`src/rtl/div_pkg.sv`:
```
`default_nettype none
// ============================================================================
// Module      : div_pkg
// Description : Shared opcodes, state encoding and helpers for the divide unit.
// Revision    : 1.0 - initial release
// ============================================================================
package div_pkg;

    localparam logic [2:0] DIV_OP  = 3'b100;
    localparam logic [2:0] DIVU_OP = 3'b101;
    localparam logic [2:0] REM_OP  = 3'b110;
    localparam logic [2:0] REMU_OP = 3'b111;

    localparam int DIV_ITERS = 32;

    typedef enum logic [1:0] {
        IDLE = 2'd0,
        BUSY = 2'd1,
        DONE = 2'd2
    } div_state_t;

    // Two's-complement magnitude; 32'h80000000 maps to itself and is read as 2^31.
    function automatic logic [31:0] abs32(input logic [31:0] v);
        return v[31] ? (32'd0 - v) : v;
    endfunction

endpackage
`default_nettype wire

```
`src/rtl/div_step.sv`:
```
`default_nettype none
// ============================================================================
// Module      : div_step
// Description : One combinational radix-2 restoring division iteration.
// Revision    : 1.0 - initial release
// ============================================================================
module div_step (
    input  logic [32:0] acc,
    input  logic [31:0] dvd,
    input  logic [31:0] divisor,
    output logic [32:0] acc_nxt,
    output logic [31:0] dvd_nxt,
    output logic        q_bit
);

    logic [32:0] w_shift;
    logic [32:0] w_diff;
    logic        w_ge;

    always_comb begin
        w_shift = {acc[31:0], dvd[31]};
        w_diff  = w_shift - {1'b0, divisor};
        // A set acc[32] already means the shifted value exceeds any 32-bit divisor.
        w_ge    = acc[32] | (w_shift >= {1'b0, divisor});
        q_bit   = w_ge;
        acc_nxt = w_ge ? w_diff : w_shift;
        dvd_nxt = {dvd[30:0], w_ge};
    end

endmodule
`default_nettype wire

```
`src/rtl/div_unit.sv`:
```
`default_nettype none
// ============================================================================
// Module      : div_unit
// Description : Sequential 32-bit DIV/DIVU/REM/REMU unit, 33-cycle latency,
//               single-cycle resolution of divide-by-zero and signed overflow.
// Revision    : 1.0 - initial release
// ============================================================================
module div_unit
    import div_pkg::*;
(
    input  logic        clk,
    input  logic        rst,
    input  logic        flush,
    input  logic        req_valid,
    output logic        req_ready,
    input  logic [2:0]  funct3,
    input  logic [31:0] a,
    input  logic [31:0] b,
    output logic        resp_valid,
    output logic [31:0] result
);

    div_state_t  r_state;
    div_state_t  w_state_nxt;
    logic [4:0]  r_count;
    logic [32:0] r_acc;
    logic [31:0] r_dvd;
    logic [31:0] r_divisor;
    logic [31:0] r_result;
    logic        r_want_rem;
    logic        r_neg_q;
    logic        r_neg_r;

    logic        w_accept;
    logic        w_signed;
    logic        w_want_rem;
    logic        w_b_zero;
    logic        w_ovf;
    logic        w_special;
    logic [31:0] w_special_res;
    logic        w_last;
    logic [32:0] w_acc_nxt;
    logic [31:0] w_dvd_nxt;
    logic        w_q_bit;
    logic [31:0] w_q;
    logic [31:0] w_rem;
    logic [31:0] w_final;

    always_comb begin
        w_accept   = req_valid && (r_state == IDLE) && !flush;
        w_signed   = !funct3[0];
        w_want_rem = funct3[1];
        w_b_zero   = (b == 32'd0);
        w_ovf      = w_signed && (a == 32'h8000_0000) && (b == 32'hFFFF_FFFF);
        w_special  = w_b_zero || w_ovf;
        if (w_b_zero) begin
            w_special_res = w_want_rem ? a : 32'hFFFF_FFFF;
        end else begin
            w_special_res = w_want_rem ? 32'd0 : 32'h8000_0000;
        end
        w_last = (r_count == 5'(DIV_ITERS - 1));
    end

    div_step u_step (
        .acc     (r_acc),
        .dvd     (r_dvd),
        .divisor (r_divisor),
        .acc_nxt (w_acc_nxt),
        .dvd_nxt (w_dvd_nxt),
        .q_bit   (w_q_bit)
    );

    // Final iteration's values are fixed up directly from the step outputs.
    always_comb begin
        w_q     = {w_dvd_nxt[31:1], w_q_bit};
        w_rem   = w_acc_nxt[31:0];
        if (r_want_rem) begin
            w_final = r_neg_r ? (32'd0 - w_rem) : w_rem;
        end else begin
            w_final = r_neg_q ? (32'd0 - w_q) : w_q;
        end
    end

    always_ff @(posedge clk) begin
        if (rst) begin
            r_state <= IDLE;
        end else begin
            r_state <= w_state_nxt;
        end
    end

    always_comb begin
        w_state_nxt = r_state;
        if (flush) begin
            w_state_nxt = IDLE;
        end else begin
            case (r_state)
                IDLE: begin
                    if (req_valid) begin
                        w_state_nxt = w_special ? DONE : BUSY;
                    end
                end
                BUSY: begin
                    if (w_last) begin
                        w_state_nxt = DONE;
                    end
                end
                DONE:    w_state_nxt = IDLE;
                default: w_state_nxt = IDLE;
            endcase
        end
    end

    always_ff @(posedge clk) begin
        if (rst) begin
            r_count    <= 5'd0;
            r_acc      <= 33'd0;
            r_dvd      <= 32'd0;
            r_divisor  <= 32'd0;
            r_result   <= 32'd0;
            r_want_rem <= 1'b0;
            r_neg_q    <= 1'b0;
            r_neg_r    <= 1'b0;
        end else if (w_accept) begin
            r_count    <= 5'd0;
            r_acc      <= 33'd0;
            r_dvd      <= w_signed ? abs32(a) : a;
            r_divisor  <= w_signed ? abs32(b) : b;
            r_want_rem <= w_want_rem;
            r_neg_q    <= w_signed && (a[31] ^ b[31]);
            r_neg_r    <= w_signed && a[31];
            if (w_special) begin
                r_result <= w_special_res;
            end
        end else if ((r_state == BUSY) && !flush) begin
            r_acc   <= w_acc_nxt;
            r_dvd   <= w_dvd_nxt;
            r_count <= r_count + 5'd1;
            if (w_last) begin
                r_result <= w_final;
            end
        end
    end

    assign req_ready  = (r_state == IDLE);
    assign resp_valid = (r_state == DONE) && !flush && !rst;
    assign result     = r_result;

endmodule
`default_nettype wire

```
`config.mk`:
```
export PLATFORM = sky130hd
export DESIGN_NAME = div_unit
export DESIGN_NICKNAME = d
export VERILOG_FILES = /design/src/rtl/div_pkg.sv /design/src/rtl/div_step.sv /design/src/rtl/div_unit.sv
export SDC_FILE = /design/constraint.sdc
export NUM_CORES = 1
export LEC_CHECK = 0
export ABC_AREA = 1
export CAP_MARGIN = 20
export CORE_ASPECT_RATIO = 1.1
export CORE_MARGIN = 2
export CORE_UTILIZATION = 50
export DETAILED_ROUTE_END_ITERATION = 16
export PLACE_DENSITY = 0.7
export RECOVER_POWER = 100
export SYNTH_ARGS = -nofsm -noshare
export SYNTH_HDL_FRONTEND = slang
export SYNTH_HIERARCHICAL = 1
export SYNTH_SLANG_ARGS = --single-unit
```
`constraint.sdc`:
```
create_clock -name clk -period 3.85 [get_ports clk]
set_input_delay 1.155 -clock clk [delete_from_list [all_inputs] [get_ports clk]]
set_output_delay 1.155 -clock clk [all_outputs]
set_load 0.02 [all_outputs]
```
==> Word-level counts from Yosys, hierarchy flattened <==
Cells that the tools add are included.
{ "classes": {"addsub": 6, "n_mul": 0, "div_mod_pow": 0, "magnitude_cmp": 1, "eq_ne": 8, "shifts": 0, "muxes": 21, "n_bitwise": 2, "reduce_logical": 21} }
{ "op_table": {"columns": ["operator", "n"], "rows": [
  ["$mux 32", 16],
  ["$sub 1x32->32 const A", 4],
  ["$eq 32x32->1 const B", 2],
  ["$ge 33x32->1", 1],
  ["$mux 33", 1],
  ["$sub 33x32->33", 1],
  ["$logic_not 32->1", 1],
  ["$logic_and 1x1->1", 9],
  ["$mux 2", 3],
  ["$add 5x1->5 const B", 1],
  ["$eq 5x5->1 const B", 1],
  ["$ne 2x2->1 const B", 2],
  ["$pmux 2 s2", 1],
  ["$reduce_bool 2->1", 2],
  ["$reduce_or 2->1", 2],
  ["$logic_not 1->1", 3],
  ["$reduce_and 3->1", 1],
  ["$eq 2x1->1 const B", 1],
  ["$eq 2x2->1 const B", 1],
  ["$logic_not 2->1", 1],
  ["$ne 2x1->1 const B", 1],
  ["$reduce_and 2->1", 1],
  ["$logic_or 1x1->1", 1],
  ["$or 1x1->1", 1],
  ["$xor 1x1->1", 1]
]} }
{ "word_totals": {"ff_bits": 139, "latch_bits": 0, "mem_bits_rw": 0, "mem_bits_ro": 0, "in_bits": 71, "wordCells": 68, "n_memories": 0} }

==> Logic depth before layout (Yosys ltp) <==
Gate-level depths: netlist of the first run.
{ "logic_depth": {"ltp_word": 9, "depth_mapped": 28, "depth_no_buf": 27} }

==> Cells and area by module <==
The synthesis of the first run kept the hierarchy.
{ "modules_own_cells": {"columns": ["mod", "n_inst", "cells_each", "area_each_um2"], "rows": [
  ["div_unit", 1, 1625, 9552.9],
  ["div_step", 1, 742, 3554.7]
]} }

==> Worst setup path after synthesis of the first run <==
OpenSTA, ideal clock, no wires.
{ "synth_timing": {"kind": "input-to-output", "start": "in rst", "end": "out resp_valid", "arrival_ps": 2216, "path_slack_ps": 479, "cell_stages": 5, "path_buffers": 2, "cell_sequence": "clkbuf_1 inv_1 clkbuf_1 nand2_1 nor3_1"} }
{ "synth_between": {"elab_chain_cells": 2} }
{ "synth_rtl": {"columns": ["element", "line", "source"], "rows": [
  ["from (decl)", "div_unit.sv:12", "input logic rst,"],
  ["$logic_not 1->1", "div_unit.sv:146", "assign resp_valid = (r_state == DONE) && !flush && !rst;"],
  ["$logic_and 1x1->1", "div_unit.sv:146", null],
  ["to (decl)", "div_unit.sv:19", "output logic resp_valid,"]
]} }
Every way passes these cells.

==> Final worst setup path of the first run <==
Same ends and word-level chain as after synthesis.

==> results of run 1 <==
[cell usage after synthesis, types with 3 or more instances]
cell | number | area share
a21o_1 | 3 | 0.0017
a21oi_1 | 167 | 0.064
a31oi_1 | 3 | 0.0014
and2_1 | 11 | 0.0053
buf_1 | 8 | 0.0023
buf_2 | 19 | 0.0073
buf_4 | 32 | 0.018
buf_6 | 5 | 0.0043
clkbuf_1 | 48 | 0.014
clkinv_1 | 3 | 0.00086
dfxtp_1 | 139 | 0.21
ha_1 | 39 | 0.037
inv_1 | 291 | 0.083
inv_2 | 5 | 0.0014
nand2_1 | 783 | 0.22
nand2_2 | 3 | 0.0014
nand2_4 | 3 | 0.0026
nand3_1 | 182 | 0.069
nand3b_1 | 6 | 0.0034
nand4_1 | 23 | 0.011
nor2_1 | 288 | 0.082
nor2_2 | 6 | 0.0029
nor3_1 | 25 | 0.0095
o211ai_1 | 6 | 0.0034
o21ai_0 | 136 | 0.052
o21ai_1 | 25 | 0.0095
o221ai_1 | 4 | 0.0027
o22ai_1 | 7 | 0.0033
or2_2 | 4 | 0.0019
xnor2_1 | 14 | 0.0094
xor2_1 | 52 | 0.035
[critical path, cell delays in order]
cell and delay [ps]:
dlygate4sd3_1 550, inv_1 230, nand2_1 120, nor3_1 170, dlygate4sd2_1 360
[where the power goes]
| group | internal, uW | switching, uW |
|---|---|---|
| Combinational | 597 | 1050 |
| Sequential | 1490 | 48.9 |
| Clock | 941 | 783 |
[layout by cell type, fill, tap and decap left out, types with 7 or more instances in the layout]
cell / n
nand4_1: 23
o21ai_1: 27
a21oi_1: 165
nand2_1: 774
and2_1: 11
inv_1: 290
nor3_1: 25
ha_1: 20
clkdlybuf4s50_1: 66
dlygate4sd3_1: 36
dfxtp_1: 139
nor2_1: 279
nand2_2: 13
xnor2_1: 14
ha_4: 10
xor2_1: 52
buf_4: 105
o21ai_0: 134
clkbuf_16: 17
nand3_1: 182
ha_2: 9
nor2_2: 15
o22ai_1: 7
[registers in the layout, summed over array words and instances (netlist names)]
register	cells
r_neg_r	1
r_want_rem	1
result	32
r_divisor	32
r_count	5
r_acc	33
r_dvd	32
r_neg_q	1
r_state	2
[cells by family after synthesis]
logic type | Yosys count | synth area share
AOI/OAI and AO/OA | 361 | 0.144
buffers and inverters | 413 | 0.134
adders and majority gates | 40 | 0.0388
and+or+nand+nor | 1348 | 0.427
xor gates and xnor gates | 66 | 0.0441
DFF | 139 | 0.212
[through the flow]
step                TNS [ps]  setup slack, ps  total power (uW)
finish                     0              110              4910
global route           -71.6            -16.4              5160
CTS                        0             36.0              4860
detailed placement     -11.3            -11.3              3140
global placement           0             13.0              3130
floorplan                  0              479              2560
[layer usage]
layer / vias to the layer above / wire, um / track usage
met5: - / 0 / 0
met4: 0 / 3360 / 0.211
met3: 134 / 2450 / 0.0448
met2: 537 / 21800 / 0.574
met1: 6749 / 19200 / 0.406
li1: 7730 / - / -
[final cells by class]
cell class                      count  area (um^2)
Clock inverter                     15          199
Clock buffer                       17          425
Fill cell                        2657        10200
Sequential cell                   139         2780
Timing Repair Buffer              216         1920
Inverter                          299         1120
Tap cell                          352          440
Multi-Input combinational cell   1817         8800
[final timing paths]
path,start,to
max,rst,resp_valid
max reg2reg,r_divisor[28],result[25]
min,r_acc[32],r_acc[32]
min reg2reg,r_acc[32],r_acc[32]
[timing repair]
item,CTS,global route
endpoints found under the setup margin,1,26
buffers inserted,0,5
cloned,0,2
gates resized for setup,1,56
pin swaps,0,6
==> impl_metrics.ini, run 1 <==
[run_status]
status = complete, no violations

[global_routing]
track_usage = 0.340
first_global_vias = 14000
grt_max_degree = 63
grt_pass1_wl_mm = 72.9
antenna_found_initial = 0
grt_overflow_total = 0

[critical_path]
cp_data_required_time_ps = 2690
worstPathArrival_ps = 2580
crit_type = input port to primary output
cp_max_fo = 2
ff2ff_path_depth = 26
cp-start-kind = input port
regToRegSetupSlack_ps = 220
crit_path_end_kind = primary output

[sta]
worst_slew_pin_slew_ps = 765
final_hold_viol_count = 0
worst_hold_slack_ps = 462
slew_headroom = 0.490
report.final.slew_viol_count = 0
fin_crit_sh = 0.971
fin_worst_skew_ps = 11.9
fmax_mhz = 267
min_period_ps = 3740
setup_viol = 0

[power]
cellPowerDensity_nw_per_um2 = 313
p_leak_uw = 0.00769
vdd_drop_max_uv = 207

[logic_synthesis]
synth_ff_type = dfxtp_1
synthCells = 2367
ys_async_sr_fraction = 0
synth.distinct_cells = 50
synthesis.nets = 2478
netlist_area_um2 = 13100
synth-edff-count = 0
yosysSeqAreaShare = 0.212
ys_ff_latch = 139
yosysWarnings = 6
synth.avg_cell_area_um2 = 5.54

[detailed_routing]
ant_nets = 0
wl_mm = 46.8
dr.pass1.iters = 6
vias = 15200
wire_per_inst_um = 16.4
drc = 0
drtIter0Drc = 1330
viasPerCell = 5.31

[run]
drv_cap = 0

[layout]
antenna_cells = 0
final_cell_area_um2 = 15700
fin_util = 0.605
area_growth_pct = 19.7
nNetsFinal = 2601
layout-drive-gt1-share = 0.0887
instances_no_fill = 2855

[placement]
gp_congestion = 0.992
placed_area_um2 = 14800
port_buffers = 103
placed_cells = 2815
dp_hpwl_mm = 37.6

[worst_hold_path]
holdPathStages = 2
min-delay-path-class = flip-flop to flip-flop

[cts]
htree_levels = 4
clk_path_buf_depth = 2
cts_root_buf = clkbuf_16
cts.sinks = 139
cts_inserted_buffers = 17
path_clk_slew_ps = 70
clock_latency_ps = 440
holdBufCountCts = 0
tritoncts = yes

[floorplan]
pin_count = 105
core_area_um2 = 25900
num_rows = 62
die_h_um = 174
start_util = 0.506
die_area_um2 = 27500
die_w_um = 158
No activity file was read; power rests on OpenSTA's default activity.
==> inputs of run 2 (changes only) <==
--- a/config.mk
+++ b/config.mk
@@ -13,6 +13,7 @@
 export DETAILED_ROUTE_END_ITERATION = 16
 export PLACE_DENSITY = 0.7
 export RECOVER_POWER = 100
+export SLEW_MARGIN = 20
 export SYNTH_ARGS = -nofsm -noshare
 export SYNTH_HDL_FRONTEND = slang
 export SYNTH_HIERARCHICAL = 1
==> run 2 against run 1 <==
  * Clock-buffer cell count unchanged
  * Critical path depth unchanged
  * Global-route usage stayed put
  * Flip-flop and latch count is the same
==> impl_metrics.ini, run 2 (same netlist as run 1, synthesis figures left out) <==
[layout]
largest_register_ffs = 33
area_growth_pct = 19.7
antenna_cells = 0
multi_input_area_um2 = 8810
final-seq-area_um2 = 2780
fillerInstances = 2661
layout_commonest_cell = nand2_1
instances_no_fill = 2854
nNetsFinal = 2600
layout-drive-gt1-share = 0.0903
top_register = r_acc
fin_util = 0.605
layout_common_cells = nand2_1 (773), inv_1 (287), nor2_1 (277)

[power]
cellPowerDensity_nw_per_um2 = 313
p_leak_uw = 0.00769
vdd_drop_max_uv = 207

[sta]
worst_hold_slack_ps = 462
finalSetupTns_ps = 0
fin_crit_sh = 0.970
setup_viol = 0
final_hold_viol_count = 0
min_period_ps = 3740
fmax_mhz = 268
slew_headroom = 0.490
worst_slew_pin_slew_ps = 765
report.final.slew_viol_count = 0
fin_worst_skew_ps = 12.1

[global_routing]
antenna_found_initial = 0
first_global_vias = 14000
grt_pass1_wl_mm = 72.9
track_usage = 0.340
grt_overflow_total = 0
grt_max_degree = 63

[cts]
htree_levels = 4
cts_inserted_buffers = 17
path_clk_slew_ps = 70
cts.sinks = 139
tritoncts = yes
clock_latency_ps = 440
holdBufCountCts = 0
cts_root_buf = clkbuf_16
clk_path_buf_depth = 2

[floorplan]
die_h_um = 174
die_area_um2 = 27500
num_rows = 62
pin_count = 105
core_area_um2 = 25900
start_util = 0.506
die_w_um = 158

[placement]
port_buffers = 103
dp_hpwl_mm = 37.6
gp_congestion = 0.992
placed_cells = 2815

[detailed_routing]
viasPerCell = 5.31
wl_mm = 46.9
wire_per_inst_um = 16.4
drc = 0
vias = 15200
dr.pass1.iters = 6
drtIter0Drc = 1320
ant_nets = 0

[worst_hold_path]
min-delay-path-class = flip-flop to flip-flop

[critical_path]
worstPathArrival_ps = 2580
crit_type = input port to primary output
cp_data_required_time_ps = 2690
cp-start-kind = input port
regToRegSetupSlack_ps = 210
crit_path_end_kind = primary output
cp_max_fo = 2

[run_status]
status = complete, no violations

[run]
drv_cap = 0
-- run 2: cell types whose count changed in the layout (fill, tap and decap cells not counted), sizes merged --
cell	delta
clkdlybuf4s50	-2
buf	-3
dlygate4sd3	+2
clkbuf	+2
-- run 2: what timing repair did --
| item | 4_1_cts | 5_1_grt |
|---|---|---|
| setup buffers | 0 | 5 |
| pin swaps | 0 | 8 |
| gates cloned | 0 | 2 |
| setup endpoints to repair | 1 | 26 |
| resized for setup | 1 | 62 |
-- run 2: layout make-up --
class,instances,area share
Sequential cell,139,0.177
Clock inverter,15,0.0127
Inverter,299,0.0715
Timing Repair Buffer,215,0.121
Clock buffer,17,0.0271
Tap cell,352,0.0281
Multi-Input combinational cell,1817,0.562
-- run 2: critical path, cell delays in order --
cell	delay [ps]
dlygate4sd3_1	550
inv_1	220
nand2_1	120
nor3_1	160
dlygate4sd2_1	360
-- run 2: routing by layer --
layer | share of wire | GRT usage | vias to the layer above | wire length, um
met5 | 0 | 0 | - | 0
met2 | 0.46 | 0.574 | 529 | 21800
met3 | 0.052 | 0.0448 | 140 | 2430
met4 | 0.072 | 0.211 | 0 | 3370
li1 | - | - | 7729 | -
met1 | 0.41 | 0.406 | 6758 | 19300
-- run 2: power breakdown --
| part | switching, uW | internal, uW | total (uW) |
|---|---|---|---|
| Sequential | 49.7 | 1490 | 1540 |
| Clock | 783 | 941 | 1720 |
| Combinational | 1050 | 597 | 1650 |
-- run 2: final timing paths --
kind | start | to | depth (start not counted)
worst min register to register | r_acc[32] | r_acc[32] | 2
worst max register to register | r_acc[5] | result[25] | 26
worst min-delay path | r_acc[32] | r_acc[32] | 2
worst max-delay path | rst | resp_valid | 5
-- run 2: per-stage QoR --
stage	power (uW)	instance area, um^2	worst slack (ps)
2_1_floorplan	2560	13100	479
3_3_place_gp	3130	14800	13.0
3_5_place_dp	3140	14800	-11.3
4_1_cts	4860	15400	36.0
5_1_grt	5160	15700	-29.8
6_report	4910	15700	115
==> inputs of run 3 (changes only) <==
--- a/config.mk
+++ b/config.mk
@@ -7,12 +7,15 @@
 export LEC_CHECK = 0
 export ABC_AREA = 1
 export CAP_MARGIN = 20
+export CELL_PAD_IN_SITES_DETAIL_PLACEMENT = 1
+export CELL_PAD_IN_SITES_GLOBAL_PLACEMENT = 2
 export CORE_ASPECT_RATIO = 1.1
 export CORE_MARGIN = 2
-export CORE_UTILIZATION = 50
+export CORE_UTILIZATION = 31
 export DETAILED_ROUTE_END_ITERATION = 16
-export PLACE_DENSITY = 0.7
+export PLACE_DENSITY_LB_ADDON = 0.1
 export RECOVER_POWER = 100
+export SKIP_CTS_REPAIR_TIMING = 1
 export SLEW_MARGIN = 20
 export SYNTH_ARGS = -nofsm -noshare
 export SYNTH_HDL_FRONTEND = slang
==> run 3 against run 2 <==
  * Register-to-register slack barely moved
  * Total power rose by 2.9%
  * Combinational power rose by 13%
  * Sequential power barely moved
  * First-iteration DRC count fell by 46%
  * Sequential share of layout area fell by 1.1 points
  * Worst hold slack improved by 1.6 ps
  * Critical path depth did not move
  * Flip-flop and latch count did not move
  * Critical path type unchanged
  * Highest routed layer unchanged
==> impl_metrics.ini, run 3 (same netlist as run 1, synthesis figures left out) <==
[global_routing]
grt_max_degree = 67
use_met1 = 0.312
first_global_vias = 16000
antenna_found_initial = 0
grt_use_met2 = 0.477
use_met3 = 0.0289
grt_pass1_wl_mm = 88.2
track_usage = 0.265
grt_busiest_layer = met2
grt_overflow_total = 0

[cts]
cts_root_buf = clkbuf_16
path_clk_slew_ps = 60
clock_latency_ps = 480
tritoncts = yes
cts_inserted_buffers = 17
htree_levels = 4
cts.sinks = 139
clk_path_buf_depth = 2

[sta]
slew_headroom = 0.394
min_period_ps = 3720
worst_slew_pin_slew_ps = 909
fmax_mhz = 269
layout_setup_ws_ps = 134
setup_viol = 0
final_hold_viol_count = 0
finalSetupTns_ps = 0
fin_worst_skew_ps = 12.4
fin_crit_sh = 0.965
report.final.slew_viol_count = 0

[detailed_routing]
vias = 15600
wl_mm = 56.9
dr.pass1.iters = 5
drtIter0Drc = 710
drc = 0
ant_nets = 0
wire_per_inst_um = 18.0
viasPerCell = 4.95

[critical_path]
cp_top_family = buffers and inverters
cp.depth = 5
cp-start-kind = input port
cp_slowest_stage_delay_ps = 630
regToRegSetupSlack_ps = 220
path_buf_inv = 3
endpoint = resp_valid
crit_type = input port to primary output
r2r_start = r_divisor[31]
slowest_stage = clkdlybuf4s50_1
ff2ff_path_depth = 24
crit_chain = clkdlybuf4s50_1 > inv_1 > nand2_1 > nor3_1 > clkdlybuf4s50_1
cp_max_fo = 3
crit_top_cell = clkdlybuf4s50_1
crit_path_end_kind = primary output
r2r_end = result[18]
worstPathArrival_ps = 2560
cp_data_required_time_ps = 2690
crit_start = flush

[floorplan]
num_rows = 79
pin_count = 105
die_w_um = 200
die_area_um2 = 43900
die_h_um = 220
start_util = 0.312
core_area_um2 = 42000

[power]
vdd_drop_max_uv = 346
p_leak_uw = 0.00812
cellPowerDensity_nw_per_um2 = 300

[placement]
dp_hpwl_mm = 46.6
placed_cells = 3114
place_ws_ps = -152
placed_area_um2 = 15700
gp_congestion = 0.931
port_buffers = 103

[run_status]
status = complete, no violations

[layout]
fin_util = 0.402
top_register = r_acc
instances_no_fill = 3155
antenna_cells = 0
largest_register_ffs = 33
final_cell_area_um2 = 16900
layout_commonest_cell = nand2_1
fillerInstances = 5689
area_growth_pct = 28.7
layout-drive-gt1-share = 0.145
nNetsFinal = 2686
layout_common_cells = nand2_1 (765), inv_1 (273), nor2_1 (268)

[worst_hold_path]
min-delay-path-class = flip-flop to flip-flop

[run]
drv_cap = 0
[run 3: cell count changes in the layout (fill, tap and decap cells not counted), moves of 8 or more]
cell | before | now
nor2_1 | 277 | 268
nand2_1 | 773 | 765
nor2_2 | 17 | 25
inv_2 | 9 | 22
nand2_2 | 14 | 22
dfxtp_2 | 0 | 15
dfxtp_1 | 139 | 124
ha_2 | 9 | 1
buf_4 | 104 | 188
ha_4 | 10 | 24
inv_1 | 287 | 273
[run 3: where the power goes]
group | internal [uW] | switching [uW]
clock | 918 | 738
sequential | 1490 | 48.4
combinational | 709 | 1150
[run 3: area by class of cell]
type                            count  area [um^2]  area share
Tap cell                          567          709      0.0420
Sequential cell                   139         2800       0.166
Clock inverter                     13          130     0.00771
Inverter                          299         1120      0.0665
Multi-Input combinational cell   1815         9040       0.536
Timing Repair Buffer              303         2620       0.155
Clock buffer                       19          443      0.0263
[run 3: per-layer routing]
layer  share of wire  vias to the layer above
met5               0                        -
li1                -                     7895
met4           0.049                        0
met2            0.50                      161
met1            0.44                     7471
met3           0.017                       81
[run 3: worst min-delay path by stage]
| stage | from | to | depth (start not counted) |
|---|---|---|---|
| final | result[22] | result[22] | 2 |
| after global routing | r_count[3] | r_count[3] | 2 |
| after CTS | result[23] | result[23] | 2 |
| after detailed placement | result[23] | result[23] | 2 |
| after global placement | r_count[3] | r_count[3] | 2 |
| after floorplan | r_count[3] | r_count[3] | 2 |
[run 3: tightest hold or removal path, cell delays in order, from the launching register on]
cell     delay (ps)
dfxtp_1         310
nand2_1          60
a21oi_1          50
[run 3: stage by stage]
stage                     hold slack (ps)  total power (uW)
after floorplan                       439              2560
after global placement                445              3310
after detailed placement              456              3330
after CTS                             468              5020
after global routing                  494              5370
final                                 464              5060
